==> src/rtl/logica_push_demux.sv <==
// Destination push logic: registers popped VC words, routes them to D0/D1 by the MSB,
// tracks per-destination occupancy and drives hysteretic pause. Optional: PUSH_DROP_CNT_EN.
module logica_push_demux #(
    parameter int DATA_W  = 6,
    parameter int DEPTH   = 4,
    parameter int CNT_W   = 3,
    parameter int HIGH_TH = 3,
    parameter int LOW_TH  = 1
) (
    input  logic              clk,
    input  logic              reset_L,
    input  logic              valid_in,
    input  logic [DATA_W-1:0] data_in,
    input  logic              D0_pop,
    input  logic              D1_pop,
    output logic [DATA_W-1:0] data_out,
    output logic              D0_push,
    output logic              D1_push,
    output logic              D0_pause,
    output logic              D1_pause,
    output logic [CNT_W-1:0]  D0_cnt,
`ifdef PUSH_DROP_CNT_EN
    output logic [CNT_W-1:0]  D1_cnt,
    output logic [7:0]        drop_cnt
`else
    output logic [CNT_W-1:0]  D1_cnt
`endif
);

    typedef enum logic {RUN, HOLD} pause_state_t;

    localparam logic [CNT_W-1:0] DEPTH_C = CNT_W'(DEPTH);
    localparam logic [CNT_W-1:0] HIGH_C  = CNT_W'(HIGH_TH);
    localparam logic [CNT_W-1:0] LOW_C   = CNT_W'(LOW_TH);

    logic                sel;
    logic [1:0]          pop;
    logic [1:0]          acc;
    logic [1:0]          pop_eff;
    logic [CNT_W-1:0]    cnt_q     [2];
    logic [CNT_W-1:0]    cnt_nxt   [2];
    pause_state_t        state_q   [2];
    pause_state_t        state_nxt [2];
    logic [1:0]          push_q;
    logic [DATA_W-1:0]   data_q;

    // A pop in the same cycle frees a slot, so a full destination still accepts.
    always_comb begin
        sel     = data_in[DATA_W-1];
        pop     = {D1_pop, D0_pop};
        acc     = '0;
        pop_eff = '0;
        for (int unsigned d = 0; d < 2; d++) begin
            acc[d[0]]     = valid_in && (sel == d[0]) &&
                            ((cnt_q[d[0]] < DEPTH_C) || pop[d[0]]);
            pop_eff[d[0]] = pop[d[0]] && (cnt_q[d[0]] != '0);

            cnt_nxt[d[0]] = cnt_q[d[0]];
            if (acc[d[0]] && !pop_eff[d[0]])
                cnt_nxt[d[0]] = cnt_q[d[0]] + 1'b1;
            else if (!acc[d[0]] && pop_eff[d[0]])
                cnt_nxt[d[0]] = cnt_q[d[0]] - 1'b1;

            state_nxt[d[0]] = state_q[d[0]];
            case (state_q[d[0]])
                RUN:  if (cnt_nxt[d[0]] >= HIGH_C) state_nxt[d[0]] = HOLD;
                HOLD: if (cnt_nxt[d[0]] <= LOW_C)  state_nxt[d[0]] = RUN;
                default: state_nxt[d[0]] = RUN;
            endcase
        end
    end

    always_ff @(posedge clk or negedge reset_L) begin
        if (!reset_L) begin
            data_q <= '0;
            push_q <= '0;
            for (int unsigned d = 0; d < 2; d++) begin
                cnt_q[d]   <= '0;
                state_q[d] <= RUN;
            end
        end else begin
            push_q <= acc;
            if (|acc)
                data_q <= data_in;
            for (int unsigned d = 0; d < 2; d++) begin
                cnt_q[d]   <= cnt_nxt[d];
                state_q[d] <= state_nxt[d];
            end
        end
    end

    assign data_out = data_q;
    assign D0_push  = push_q[0];
    assign D1_push  = push_q[1];
    assign D0_cnt   = cnt_q[0];
    assign D1_cnt   = cnt_q[1];
    assign D0_pause = (state_q[0] == HOLD);
    assign D1_pause = (state_q[1] == HOLD);

`ifdef PUSH_DROP_CNT_EN
    logic [7:0] drop_q;

    always_ff @(posedge clk or negedge reset_L) begin
        if (!reset_L)
            drop_q <= '0;
        else if (valid_in && !(|acc) && (drop_q != '1))
            drop_q <= drop_q + 8'd1;
    end

    assign drop_cnt = drop_q;
`endif

endmodule

==> config.mk <==
export PLATFORM = sky130hd
export DESIGN_NAME = logica_push_demux
export DESIGN_NICKNAME = d
export VERILOG_FILES = /design/src/rtl/logica_push_demux.sv
export SDC_FILE = /design/constraint.sdc
export NUM_CORES = 1
export LEC_CHECK = 0
export ABC_CLOCK_PERIOD_IN_PS = 3000
export BUFFER_PORTS_ARGS = -buffer_cell sky130_fd_sc_hd__buf_2
export CAP_MARGIN = 5
export CELL_PAD_IN_SITES_DETAIL_PLACEMENT = 0
export CELL_PAD_IN_SITES_GLOBAL_PLACEMENT = 1
export CORE_MARGIN = 2
export CORE_UTILIZATION = 40
export CTS_CLUSTER_DIAMETER = 30
export DETAILED_ROUTE_END_ITERATION = 10
export GPL_TIMING_DRIVEN = 0
export PLACE_DENSITY_LB_ADDON = 0.3
export SLEW_MARGIN = 20
export SYNTH_ARGS = -nofsm -noshare
export SYNTH_HDL_FRONTEND = slang
export SYNTH_SLANG_ARGS = --single-unit
==> constraint.sdc <==
create_clock -name clk -period 3 [get_ports clk]
set_clock_uncertainty 0.2 [all_clocks]
set_input_delay 0.9 -clock clk [delete_from_list [all_inputs] [get_ports clk]]
set_output_delay 0.9 -clock clk [all_outputs]
set_load 0.05 [all_outputs]
---- Word-level counts from Yosys, hierarchy flattened ----
Index checks and enable logic that the tools add are counted.
storage, ports and cells
  flip-flop bits (word level) ............. 16
  input bits .............................. 11
  output and inout port bits .............. 16
  logic and storage cells ................. 48
operators by class
  add/sub/neg operators ................... 4
  magnitude comparators ................... 6
  muxes and demuxes ....................... 10
  bitwise logic cells ..................... 3
  reductions and logical operators ........ 19
operators by type and width
  cell                                                                                 count
  3-bit 2-to-1 mux                                                                     4
  1-bit logical AND                                                                    10
  3-bit by 1-bit adder with 3-bit output, second input constant                        2
  3-bit by 2-bit greater-or-equal comparator with 1-bit output, second input constant  2
  3-bit by 1-bit <= comparator with 1-bit output, second input constant                2
  3-bit < comparator, second input constant                                            2
  3-bit nonzero test                                                                   2
  3-bit by 1-bit subtractor with 3-bit output, second input constant                   2
  1-bit zero test                                                                      4
  1-bit 2-to-1 mux                                                                     4
  1-bit case mux with 2 select lines                                                   2
  1-bit inverter                                                                       3
  1-bit logical OR                                                                     2
  2-bit OR reduction                                                                   1

---- Depth between registers and ports, before layout ----
Gate-level depths: netlist (run 1).
  word-level depth ........................ 10
  depth in mapped cells ................... 7
  mapped depth without buffers ............ 7

---- Worst setup path before layout (run 1) ----
OpenSTA, ideal clock, no wires.
  path kind ............................... reg-to-reg
  from .................................... reg cnt_q (netlist bit D0_cnt[0])
  to ...................................... reg state_q (netlist bit D0_pause)
  setup time .............................. 0.118 ns
  arrival ................................. 1.790 ns
  data required time ...................... 2.682 ns
  slack ................................... 0.892 ns
  stages on the path, launching flop included .. 8
  buffers on the path ..................... 0
  clock period less this slack ............ 2.108 ns
  cell sequence ........................... dfrtp_1 > inv_1 > ha_1 > and2b_1 > nor3_1 > a31oi_2 > mux2i_1 > a21o_1
RTL lines
  what                               RTL line  text
  from (decl)                        40        logic [CNT_W-1:0] cnt_q [2];
  from (signal, indexed assignment)  86        cnt_q[d] <= cnt_nxt[d];
  to (signal, indexed assignment)    87        state_q[d] <= state_nxt[d];
  to (decl)                          42        pause_state_t state_q [2];

---- Worst setup path in the final report (run 1) ----
  from .................................... reg cnt_q (netlist bit D0_cnt[2])
  to ...................................... out D0_cnt[2]
RTL lines
  what       RTL line  text
  to (decl)  21        output logic [CNT_W-1:0] D0_cnt,
No word-level cell between the ends.

==> results of run 1 <==
[flip-flops by register name, summed over array words and instances (netlist names)]
name	cells
data_out	6
D1_pause	1
D0_cnt	3
push_q	2
D1_cnt	3
D0_pause	1
[logic make-up after synthesis]
family | Yosys count
adders and majority gates | 7
DFF | 16
buffers and inverters | 11
xor gates and xnor gates | 1
AOI/OAI and AO/OA | 25
muxes | 6
and+or+nand+nor | 28
[final cells by class]
class | instances | area, um2 | area share
well taps | 30 | 37.54 | 0.03102
multi-input cells | 67 | 544.3 | 0.4498
flip-flops and latches | 16 | 400.4 | 0.3309
repair buffers | 26 | 130.1 | 0.1075
clock buffers | 4 | 36.28 | 0.02999
inverters | 7 | 26.28 | 0.02172
plain buffers | 4 | 35.03 | 0.02896
[through the flow]
stage / utilization / worst slack [ps] / power, uW
finish: 0.4974 / 826.2 / 1283
global route: 0.4974 / 771.9 / 1376
CTS: 0.4974 / 818.2 / 1290
detailed placement: 0.4825 / 691.5 / 1146
global placement: 0.4825 / 711.7 / 1129
floorplan: - / 891.5 / 971.2
[cell usage after synthesis, types with 2 or more instances]
master    number
dfrtp_1       16
ha_1           6
inv_1          6
a21oi_1        5
mux2_1         5
nor2_1         5
nand2_1        4
nand2b_1       4
o21ai_0        3
buf_6          2
nand3_1        2
nand4_1        2
nor2b_1        2
o22ai_1        2
[layout by cell type (no fill, tap or decap), drive strengths merged, types with 2 or more instances in the layout]
cell	instances
inv	7
o21ai	5
nand4	3
o32ai	2
nor2	5
dfrtp	16
buf	30
ha	6
mux2	5
clkbuf	4
nand3	2
o22ai	2
nand2	5
nand2b	4
a31oi	2
a21oi	5
nor2b	3
[power breakdown]
| group | internal, uW | switching [uW] | total, uW |
|---|---|---|---|
| sequential | 292 | 71.2 | 363 |
| combinational | 254 | 523 | 777 |
| clock | 73.9 | 69.0 | 143 |
[routing by layer]
layer  global-route usage  vias up  share of wire
li1                     -      404              -
met1               0.2107      394           0.46
met2               0.2912       10           0.50
met3              0.02222        4          0.025
met4              0.07500        0          0.013
met5                    0        -              0
[worst paths after layout]
kind                                     to  depth (start not counted)   startpoint  slack, ps
worst min-delay path              D0_cnt[0]                          1      reset_L        300
worst max register to register     D0_pause                          7    D0_cnt[0]       1070
max in group asynchronous          D1_pause                          1      reset_L       2040
worst min register to register  data_out[1]                          1  data_out[1]        300
worst max-delay path              D0_cnt[2]                          1    D0_cnt[2]        830
min in group clk                data_out[1]                          1  data_out[1]        300
[worst reg2reg max path: stages (launching register included)]
cell     delay (ps)
dfrtp_1         450
inv_1           110
ha_1            240
and2b_1         230
nor3_1           60
a31oi_2         240
mux2i_1         230
a21o_1          130
==> impl_metrics.csv, run 1 <==
group,metric,value,unit
min_path,holdCritPathClass,"input port to async pin",
grt,grt_use_total,0.1699,
logic_synthesis,synth_compound_area_frac,0.2040,
cts,cts.repair.resized,0,
cells_and_area,fin_nets,142,
floorplan,boundaryPins,27,
timing,drv_slew,0,
cts,clock_path_buffers,2,
logic_synthesis,synth_warnings,0,
placed_design,dpl_cell_area,1174,um2
detailed_routing,routed_wl,2077,um
logic_synthesis,synth_adder_area_share,0.08582,
timing,worstMarginPinSlew,393.7,ps
grt,grt_pass1_vias,802,
detailed_routing,ant_nets,0,
cts,path_clk_slew,100,ps
floorplan,core_area,2432,um2
placed_design,gp_congestion,0.8017,
detailed_routing,drt-vias-per-instance,5.273,
setup_path,start_kind,"register",
cts,cts_made_buffers,3,
grt,gr-total-overflow,0,
setup_path,cpLargestDelayFamily,"flip-flops",
detailed_routing,first_pass_iters,4,
cts,cts_max_level,1,
detailed_routing,drtIter0Drc,15,
logic_synthesis,yosysTopAreaCell,"dfrtp_1",
timing,relSlewSlack,0.7369,
timing,clock.fmax,460.0,MHz
grt,grt_pass1_wl,3581,um
setup_path,cp.arrival,1070,ps
setup_path,slowest_stage,"dfrtp_1",
floorplan,die_w,54.15,um
timing,hold_viol,0,
logic_synthesis,syn_inst,94,
power_and_ir_drop,powerDensity,1060,nW/um2
cts,clk_latency,290,ps
setup_path,path_class,"register to primary output",
cts,cts_setup_buffers,0,
logic_synthesis,yosysTopAreaCellShare,0.3980,
timing,period_minus_slack,2174,ps
cts,cts.sinks,16,
logic_synthesis,synth_ff_type,"dfrtp_1",
power_and_ir_drop,ir_drop,0.7403,mV
logic_synthesis,synth_top_family_by_area,"compound AO/OA/AOI/OAI gates",
floorplan,die_y,54.15,um
setup_path,cp.buffers_inverters,1,
logic_synthesis,synth_cell_type_count,44,
run_status,run_status,"finished, final reports clean",
detailed_routing,wl_per_cell,13.49,um
cts,cts_tree,"yes",
cells_and_area,design_area,1210,um2
cells_and_area,fin_cells,154,
placed_design,portBuffers,26,
placed_design,hpwl,1588,um
timing,min_period_over_period,0.7246,
logic_synthesis,synth-seq-area-share,0.3980,
logic_synthesis,syn-num-nets,111,
setup_path,cpPeakStageDelay,480,ps
timing,hold_slack,296.1,ps
logic_synthesis,ys_seq_elements,16,
setup_path,path_cells,"buf_2",
timing,finalSetupViolations,0,
logic_synthesis,synthSimpleGateAreaFrac,0.1766,
flow_run,maxCapViolCount,0,
detailed_routing,drc,0,
cells_and_area,fillCellCount,239,
cts,root_buffer,"clkbuf_4",
detailed_routing,routed-via-count,812,
placed_design,placedCellCount,150,
floorplan,dieArea,2932,um2
setup_path,required,1900,ps
logic_synthesis,netlist_area,1006,um2
cts,ctsHoldBuffers,0,
floorplan,initial_core_util,0.4136,
logic_synthesis,synthXorXnorAreaFrac,0.008706,
timing,finalSetupTns,0,ps
logic_synthesis,synth-async-reset-ratio,1.000,
floorplan,rows,18,
setup_path,worst_setup_path_end_kind,"primary output",
logic_synthesis,synth-edff-count,0,
logic_synthesis,syn_avg_cell_area,10.70,um2
cells_and_area,n_antenna_cell,0,
grt,antenna_found_initial,0,
logic_synthesis,synth_top_cells_by_area,"dfrtp_1 40%, ha_1 7.5%, mux2_1 5.6%, o311ai_4 2.6%, a21oi_1 2.5%",
cells_and_area,layout-drive-gt1-share,0.3710,
setup_path,crit_fanout,7,
cells_and_area,syn_to_final_growth,20.27,%
power_and_ir_drop,p_leak,0.0005708,uW
grt,grt_max_degree,17,
timing,rsz0062_at_grt,"no",
logic_synthesis,synthMuxAreaShare,0.06592,
No activity file was read; power rests on OpenSTA's default activity.
==> run 2, diff against run 1 <==
--- a/config.mk
+++ b/config.mk
@@ -5,13 +5,13 @@
 export SDC_FILE = /design/constraint.sdc
 export NUM_CORES = 1
 export LEC_CHECK = 0
-export ABC_CLOCK_PERIOD_IN_PS = 3000
+export ABC_CLOCK_PERIOD_IN_PS = 2200
 export BUFFER_PORTS_ARGS = -buffer_cell sky130_fd_sc_hd__buf_2
 export CAP_MARGIN = 5
 export CELL_PAD_IN_SITES_DETAIL_PLACEMENT = 0
 export CELL_PAD_IN_SITES_GLOBAL_PLACEMENT = 1
 export CORE_MARGIN = 2
-export CORE_UTILIZATION = 40
+export CORE_UTILIZATION = 39
 export CTS_CLUSTER_DIAMETER = 30
 export DETAILED_ROUTE_END_ITERATION = 10
 export GPL_TIMING_DRIVEN = 0
==> constraint.sdc (replaced) <==
create_clock -name clk -period 2.2 [get_ports clk]
set_clock_uncertainty 0.2 [all_clocks]
set_input_delay 0.66 -clock clk [delete_from_list [all_inputs] [get_ports clk]]
set_output_delay 0.66 -clock clk [all_outputs]
set_load 0.05 [all_outputs]
==> run 2 against run 1 <==
  * Critical path depth did not move
  * Core utilization decreased by 1.0 points
  * Final cell count shrank 0.65%
  * Power increased by 32%
  * Wire length decreased by 0.87%
  * Sequential cell count is the same
  * Die area grew 2.4%
  * Global-route usage shrank 0.43 points
  * Critical endpoint unchanged
==> impl_metrics.csv, run 2 (synthesis results as in run 1) <==
group,metric,value,unit
floorplan,die_w,54.79,um
power_and_ir_drop,switchingPower,890.2,uW
placed_design,hpwl,1620,um
timing,period_minus_slack,1935,ps
cells_and_area,layout-drive-gt1-share,0.3659,
grt,grt_max_degree,17,
detailed_routing,ant_nets,0,
floorplan,initial_core_util,0.4098,
min_path,holdCritPathClass,"input port to async pin",
timing,min_period_over_period,0.8794,
cts,root_buffer,"clkbuf_4",
timing,clock.fmax,516.9,MHz
setup_path,path_class,"register to primary output",
grt,antenna_found_initial,0,
placed_design,gp_congestion,0.8500,
cts,cts_setup_buffers,0,
power_and_ir_drop,p_clk_frac,0.083,
cts,cts_made_buffers,3,
floorplan,die_y,54.79,um
cells_and_area,fin_cells,153,
setup_path,path_cells,"buf_2",
detailed_routing,first_pass_iters,6,
cells_and_area,largest_reg_flops,6,
setup_path,start_kind,"register",
grt,grt_pass1_wl,3477,um
cells_and_area,syn_to_final_growth,18.91,%
power_and_ir_drop,pwr-share-seq,0.294,
setup_path,cp.arrival,1070,ps
detailed_routing,drtIter0Drc,11,
placed_design,portBuffers,26,
grt,gr-total-overflow,0,
cells_and_area,fin_nets,142,
cts,cts.sinks,16,
flow_run,maxCapViolCount,0,
timing,worstMarginPinSlew,377.5,ps
floorplan,boundaryPins,27,
setup_path,crit_fanout,7,
setup_path,cpLargestDelayFamily,"flip-flops",
power_and_ir_drop,swShare,0.5252,
grt,grt_use_total,0.1655,
floorplan,dieArea,3001,um2
cts,ctsHoldBuffers,0,
timing,relSlewSlack,0.7478,
detailed_routing,routed_wl,2059,um
power_and_ir_drop,p_leak,0.0005636,uW
timing,finalSetupViolations,0,
timing,rsz0062_at_grt,"no",
floorplan,core_area,2455,um2
floorplan,rows,18,
cells_and_area,n_antenna_cell,0,
cells_and_area,final_common_cell,"buf_2",
setup_path,cpPeakStageDelay,490,ps
setup_path,worst_setup_path_end_kind,"primary output",
setup_path,required,1340,ps
run_status,run_status,"finished, final reports clean",
detailed_routing,drt-vias-per-instance,5.307,
power_and_ir_drop,internal_power,804.6,uW
grt,grt_pass1_vias,758,
placed_design,placedCellCount,150,
cts,cts_max_level,1,
setup_path,cp.buffers_inverters,1,
cts,cts_tree,"yes",
cts,path_clk_slew,80,ps
detailed_routing,routed-via-count,812,
cells_and_area,final_cell_mix,"27 x buf_2, 16 x dfrtp_1, 6 x inv_1, 6 x ha_1",
timing,finalSetupTns,0,ps
setup_path,slowest_stage,"dfrtp_1",
power_and_ir_drop,powerDensity,1417,nW/um2
cts,cts.repair.resized,0,
cts,clk_latency,270,ps
power_and_ir_drop,ir_drop,0.9642,mV
detailed_routing,drc,0,
timing,hold_viol,0,
power_and_ir_drop,power_frac_comb,0.623,
cts,clock_path_buffers,2,
detailed_routing,wl_per_cell,13.46,um
timing,drv_slew,0,
run 2: layout make-up:
class,instances,area [um2]
plain buffers,4,35.03
clock buffers,3,22.52
fillers,244,1259
inverters,7,26.28
multi-input cells,67,544.3
flip-flops and latches,16,400.4
well taps,30,37.54
repair buffers,26,130.1
run 2: per-layer routing:
layer	vias to the layer above	global-route usage	part of all wire
li1	407	-	-
met1	389	0.1922	0.44
met2	16	0.3075	0.52
met3	0	0.04918	0.041
met4	0	0.01250	0
met5	-	0	0
run 2: stage by stage:
stage	cell area, um2	power (uW)	hold WS (ps)	utilization	worst slack (ps)
after floorplan	1006	1324	164.4	-	91.53
after global placement	1174	1546	268.9	0.4781	162.3
after detailed placement	1174	1565	279.0	0.4781	146.0
after CTS	1196	1713	85.06	0.4873	263.1
after global routing	1196	1825	98.15	0.4873	146.6
final	1196	1695	83.08	0.4873	265.4
run 2: worst reg2reg max path, cell delays in order, from the launching register on:
cell	delay, ps
dfrtp_1	440
inv_1	120
ha_1	250
nor2b_1	270
or4_4	190
nand4_2	130
o21ai_2	140
nand2b_1	60
run 2: final timing paths:
path / cells past startpoint / to / slack [ps] / start
worst max-delay path: 1 / D0_cnt[2] / 270 / D0_cnt[2]
worst min-delay path: 1 / D0_cnt[0] / 80 / reset_L
worst max register to register: 7 / D1_pause / 290 / D1_cnt[0]
worst min register to register: 1 / data_out[2] / 290 / data_out[2]
max in group asynchronous: 1 / D0_cnt[1] / 1460 / reset_L
min in group clk: 1 / data_out[2] / 290 / data_out[2]
run 2: power groups by stage:
stage,sequential [uW],combinational [uW],clock [uW]
CTS,500,1060,149
global placement,498,1050,0
finish,499,1060,141
global route,517,1150,161
floorplan,843,481,0
detailed placement,505,1060,0
